**config.mk**
```make
export PLATFORM = sky130hd
export DESIGN_NAME = vga_timing
export DESIGN_NICKNAME = d
export VERILOG_FILES = /design/src/rtl/vga_pkg.sv /design/src/rtl/mod_counter.sv /design/src/rtl/vga_timing.sv
export SDC_FILE = /design/constraint.sdc
export NUM_CORES = 1
export LEC_CHECK = 0
export ABC_AREA = 1
export BUFFER_PORTS_ARGS = -buffer_cell sky130_fd_sc_hd__buf_2
export CAP_MARGIN = 20
export CORE_MARGIN = 3
export CORE_UTILIZATION = 54
export DETAILED_ROUTE_END_ITERATION = 10
export PLACE_DENSITY = 0.74
export SYNTH_ARGS = -nofsm -noshare
export SYNTH_HDL_FRONTEND = slang
export SYNTH_SLANG_ARGS = --single-unit
```
**constraint.sdc**
```tcl
create_clock -name clk -period 2.2 [get_ports clk]
set_input_delay 0.66 -clock clk [delete_from_list [all_inputs] [get_ports clk]]
set_output_delay 0.66 -clock clk [all_outputs]
set_load 0.1 [all_outputs]
```
**src/rtl/vga_pkg.sv**
```systemverilog
// Shared VGA timing defaults (640x480 @ 60 Hz) and the counter width used by every
// counter and decoder in the vga_timing slice.
package vga_pkg;

   localparam int CNT_W = 10;

   localparam int DEF_H_DISP = 640;
   localparam int DEF_H_FP   = 16;
   localparam int DEF_H_SYNC = 96;
   localparam int DEF_H_BP   = 48;
   localparam int DEF_H_TOTAL = DEF_H_DISP + DEF_H_FP + DEF_H_SYNC + DEF_H_BP;

   localparam int DEF_V_DISP = 480;
   localparam int DEF_V_FP   = 10;
   localparam int DEF_V_SYNC = 2;
   localparam int DEF_V_BP   = 33;
   localparam int DEF_V_TOTAL = DEF_V_DISP + DEF_V_FP + DEF_V_SYNC + DEF_V_BP;

endpackage

```
**src/rtl/mod_counter.sv**
```systemverilog
// Modulo-N counter with enable; exposes its next value so callers can decode registered
// outputs that line up with the count they describe.
module mod_counter
   import vga_pkg::*;
#(
   parameter int MODULUS = DEF_H_TOTAL
) (
   input  logic             clk,
   input  logic             reset,
   input  logic             en,
   output logic [CNT_W-1:0] count,
   output logic [CNT_W-1:0] count_next,
   output logic             wrap
);

   localparam logic [CNT_W-1:0] LAST = CNT_W'(MODULUS - 1);

   // NOTE: every output of an always_comb gets a default first, so no path can infer a latch.
   always_comb begin
      wrap       = en && (count >= LAST);
      count_next = count;
      // Out-of-range values recover to 0 even while the counter is not enabled.
      if (count > LAST || wrap)
         count_next = '0;
      else if (en)
         count_next = count + CNT_W'(1);
   end

   // NOTE: sequential state is written only with non-blocking assignments.
   always_ff @(posedge clk) begin
      if (reset)
         count <= '0;
      else
         count <= count_next;
   end

endmodule

```
**src/rtl/vga_timing.sv**
```systemverilog
// VGA raster timing generator: pixel/line counters with registered syncs, valid and
// frame_start. Define VGA_FRAME_CNT_EN to add the 8-bit frame_cnt output.
module vga_timing
   import vga_pkg::*;
#(
   parameter int H_DISP = DEF_H_DISP,
   parameter int H_FP   = DEF_H_FP,
   parameter int H_SYNC = DEF_H_SYNC,
   parameter int H_BP   = DEF_H_BP,
   parameter int V_DISP = DEF_V_DISP,
   parameter int V_FP   = DEF_V_FP,
   parameter int V_SYNC = DEF_V_SYNC,
   parameter int V_BP   = DEF_V_BP
) (
   input  logic             clk,
   input  logic             reset,
   output logic [CNT_W-1:0] h_cnt,
   output logic [CNT_W-1:0] v_cnt,
   output logic             hsync,
   output logic             vsync,
   output logic             valid,
   output logic             frame_start
`ifdef VGA_FRAME_CNT_EN
   ,
   output logic [7:0]       frame_cnt
`endif
);

   localparam int H_TOTAL = H_DISP + H_FP + H_SYNC + H_BP;
   localparam int V_TOTAL = V_DISP + V_FP + V_SYNC + V_BP;

   localparam logic [CNT_W-1:0] H_VIS      = CNT_W'(H_DISP);
   localparam logic [CNT_W-1:0] V_VIS      = CNT_W'(V_DISP);
   localparam logic [CNT_W-1:0] HS_START   = CNT_W'(H_DISP + H_FP);
   localparam logic [CNT_W-1:0] HS_STOP    = CNT_W'(H_DISP + H_FP + H_SYNC);
   localparam logic [CNT_W-1:0] VS_START   = CNT_W'(V_DISP + V_FP);
   localparam logic [CNT_W-1:0] VS_STOP    = CNT_W'(V_DISP + V_FP + V_SYNC);

   logic [CNT_W-1:0] h_next;
   logic [CNT_W-1:0] v_next;
   logic             h_wrap;
   logic             v_wrap;

   mod_counter #(.MODULUS(H_TOTAL)) u_h_counter (
      .clk        (clk),
      .reset      (reset),
      .en         (1'b1),
      .count      (h_cnt),
      .count_next (h_next),
      .wrap       (h_wrap)
   );

   mod_counter #(.MODULUS(V_TOTAL)) u_v_counter (
      .clk        (clk),
      .reset      (reset),
      .en         (h_wrap),
      .count      (v_cnt),
      .count_next (v_next),
      .wrap       (v_wrap)
   );

   // Decoding the next counter values keeps these flops aligned with h_cnt/v_cnt.
   always_ff @(posedge clk) begin
      if (reset) begin
         hsync       <= 1'b1;
         vsync       <= 1'b1;
         valid       <= 1'b0;
         frame_start <= 1'b0;
      end else begin
         hsync       <= !(h_next >= HS_START && h_next < HS_STOP);
         vsync       <= !(v_next >= VS_START && v_next < VS_STOP);
         valid       <= (h_next < H_VIS) && (v_next < V_VIS);
         frame_start <= h_wrap && v_wrap;
      end
   end

`ifdef VGA_FRAME_CNT_EN
   always_ff @(posedge clk) begin
      if (reset)
         frame_cnt <= 8'd0;
      else if (h_wrap && v_wrap)
         frame_cnt <= frame_cnt + 8'd1;
   end
`endif

endmodule

```
==> metrics.cfg <==
[route]
viasPerCell = 5.33
vias = 1461
finalWirelength_um = 3250
drt_iter0_drc = 77
routedWlPerCell_um = 11.9
route.detailed.drc = 0
antenna_left = 0
first_pass_iters = 4

[setup_path]
cp_cell_sequence = ha_1 > nand4_2 > nand2_2 > nand2_2 > clkinv_4 > nand2_1 > nand2_1 > nor2_1 > nand2_1 > nor2_2 > nand3_1
critical_path_arrival_ps = 2150
slowest_stage = dfxtp_2
cp_common_cell = nand2_1
crit_type = flop to flop
cp_max_fo = 21
worstPathRequired_ps = 2420
cpPeakStageDelay_ps = 360
worstSetupStartpointType = flop
crit_path_end_kind = flop

[timing]
setup_tns_ps = 0
timing.hold.ws_ps = 460
hold_viol = 0
finalSetupViolations = 0
timing.final.crit_share = 0.878
maxSlewHeadroom = 0.676
clock.fmax_mhz = 517
worst_slew_pin_slew_ps = 489
rsz0062_at_grt = no
slew_violations = 0
min_period_ps = 1930
skew_ps = 1.49

[clock_tree]
cts_hold_repair.buffers = 0
clk_path_buf_depth = 2
cts_setup_buffers = 0
cts_tree = done
worstSkewPairLatency_ps = 310
clock_sinks = 24
clkTransAtPathRegs_ps = 130
cts_buffers = 3
root_buffer = clkbuf_4
post_cts_resized = 0
h-tree-depth = 1

[power_and_ir_drop]
p_int_uw = 553
power_switching_uw = 197
pwr_density_cell_nw_per_um2 = 483
peakVddDrop_mv = 0.344
clockPowerShare = 0.313
comb_power_share = 0.091
p_seq_frac = 0.596
leakage_uw = 0.000823
p_sw_frac = 0.263

[placed_design]
port_buffers = 25
dpl_cell_area_um2 = 1520
gp_congestion = 0.933
dp_hpwl_um = 2530
dpl.cell_count = 270

[floorplanning]
num_rows = 17
core_area_um2 = 2320
io_pins = 26
initial_utilization = 0.595
fp.dieArea_um2 = 3200
fp.dieH_um = 56.5
die_w_um = 56.5

[cells_and_area]
nFillCells = 209
syn2layout_area_growth_pct = 12.5
layout-drive-gt1-share = 0.171
final_cell_mix = 74 x nand2_1, 36 x nor2_1, 29 x inv_1, 25 x buf_2, 22 x dfxtp_1
instances_no_fill = 274
diodes = 0
nNetsFinal = 252
final_common_cell = nand2_1
fin_area_um2 = 1550
fin_util = 0.669

[grt]
grt_pass1_vias = 1258
grt.total_usage = 0.213
grt_overflow_total = 0
grt_pass1_wl_um = 5520
antenna_found_initial = 0
grt_max_degree = 22

[yosys]
netlist_area_um2 = 1380
synth_nets = 226
yosysWarnings = 0
syn_inst = 221
synthTopCellsByArea = dfxtp_1 35%, nand2_1 20%, nor2_1 9.8%, inv_1 7.9%, nand3_1 6.5%
ys_seq_area_frac = 0.348
yosysUniqueCellTypes = 24
synth_top_area_cell = dfxtp_1
synth_top_area_frac = 0.348
ys_ff_latch = 24
avgSynthCellArea_um2 = 6.24

[job]
drv_cap = 0

[run_status]
status = complete, no violations

[hold_path]
hp-class = flop to flop

[registers in the layout (all words and copies together) (netlist names)]
register	flops
frame_start	1
hsync	1
u_h_counter.count	10
u_v_counter.count	10
valid	1
vsync	1
[synthesized netlist by cell type]
cell type	number
nand4_1	3
clkbuf_1	2
nand2_4	2
a21oi_2	1
nand4_2	1
ha_1	3
dfxtp_1	24
nand2_2	3
buf_6	1
nor2_1	36
buf_4	1
nand2_1	74
a21oi_1	2
a211oi_1	1
nor3_1	4
clkinv_4	1
o21ai_0	5
and2_1	1
nor2_2	3
nand3_1	18
o21ai_1	2
xor2_1	3
inv_1	29
xnor2_1	1
[path summary, 6_finish.rpt]
check / endpoint / depth (start not counted) / slack, ps / start
worst max register to register: vsync / 11 / 270 / u_h_counter.count[0]
worst max-delay path: vsync / 11 / 270 / u_h_counter.count[0]
worst min register to register: u_h_counter.count[0] / 1 / 460 / u_h_counter.count[0]
worst min-delay path: u_h_counter.count[0] / 1 / 460 / u_h_counter.count[0]
[per-layer routing]
layer | part of all wire | wire, µm | global-route usage
met1 | 0.49 | 1600 | 0.324
met2 | 0.41 | 1340 | 0.302
met3 | 0.084 | 272 | 0.0345
met4 | 0.012 | 38 | 0.0644
met5 | 0 | 0 | 0
[critical path, delay by kind of cell, from the launching register on]
kind                     cells  cell delay (ps)
buffers and inverters        1              110
adder cells (fa/ha/maj)      1              250
AND/OR/NAND/NOR              9             1090
flip-flops                   1              360
[logic make-up after synthesis]
group,Yosys count,synth area share
adders and majority gates,3,0.0272
AOI/OAI and AO/OA,11,0.0445
buffers and inverters,34,0.104
and+or+nand+nor,145,0.450
DFF,24,0.348
xor gates and xnor gates,4,0.0254
[area by class of cell]
| type | instances | area [µm²] | area share |
|---|---|---|---|
| tap | 28 | 35.0 | 0.0226 |
| timing repair buffer | 25 | 125 | 0.0806 |
| sequential | 24 | 483 | 0.311 |
| inverter | 30 | 118 | 0.0758 |
| clock buffer | 4 | 36.3 | 0.0234 |
| multi-input combinational | 163 | 754 | 0.486 |
[power groups by stage]
stage | clock network (µW) | registers (µW) | logic (µW)
after floorplan | 0 | 497 | 16.8
after global placement | 0 | 456 | 68.0
after detailed placement | 0 | 457 | 68.0
after CTS | 240 | 447 | 68.3
after global routing | 253 | 449 | 72.0
final | 234 | 447 | 68.2
[per-stage QoR]
step	power, µW	worst slack [ps]
global route	774	118
floorplan	514	12.2
finish	750	268
CTS	756	275
global placement	524	404
detailed placement	525	337
Power figures use the tool's default switching activity.
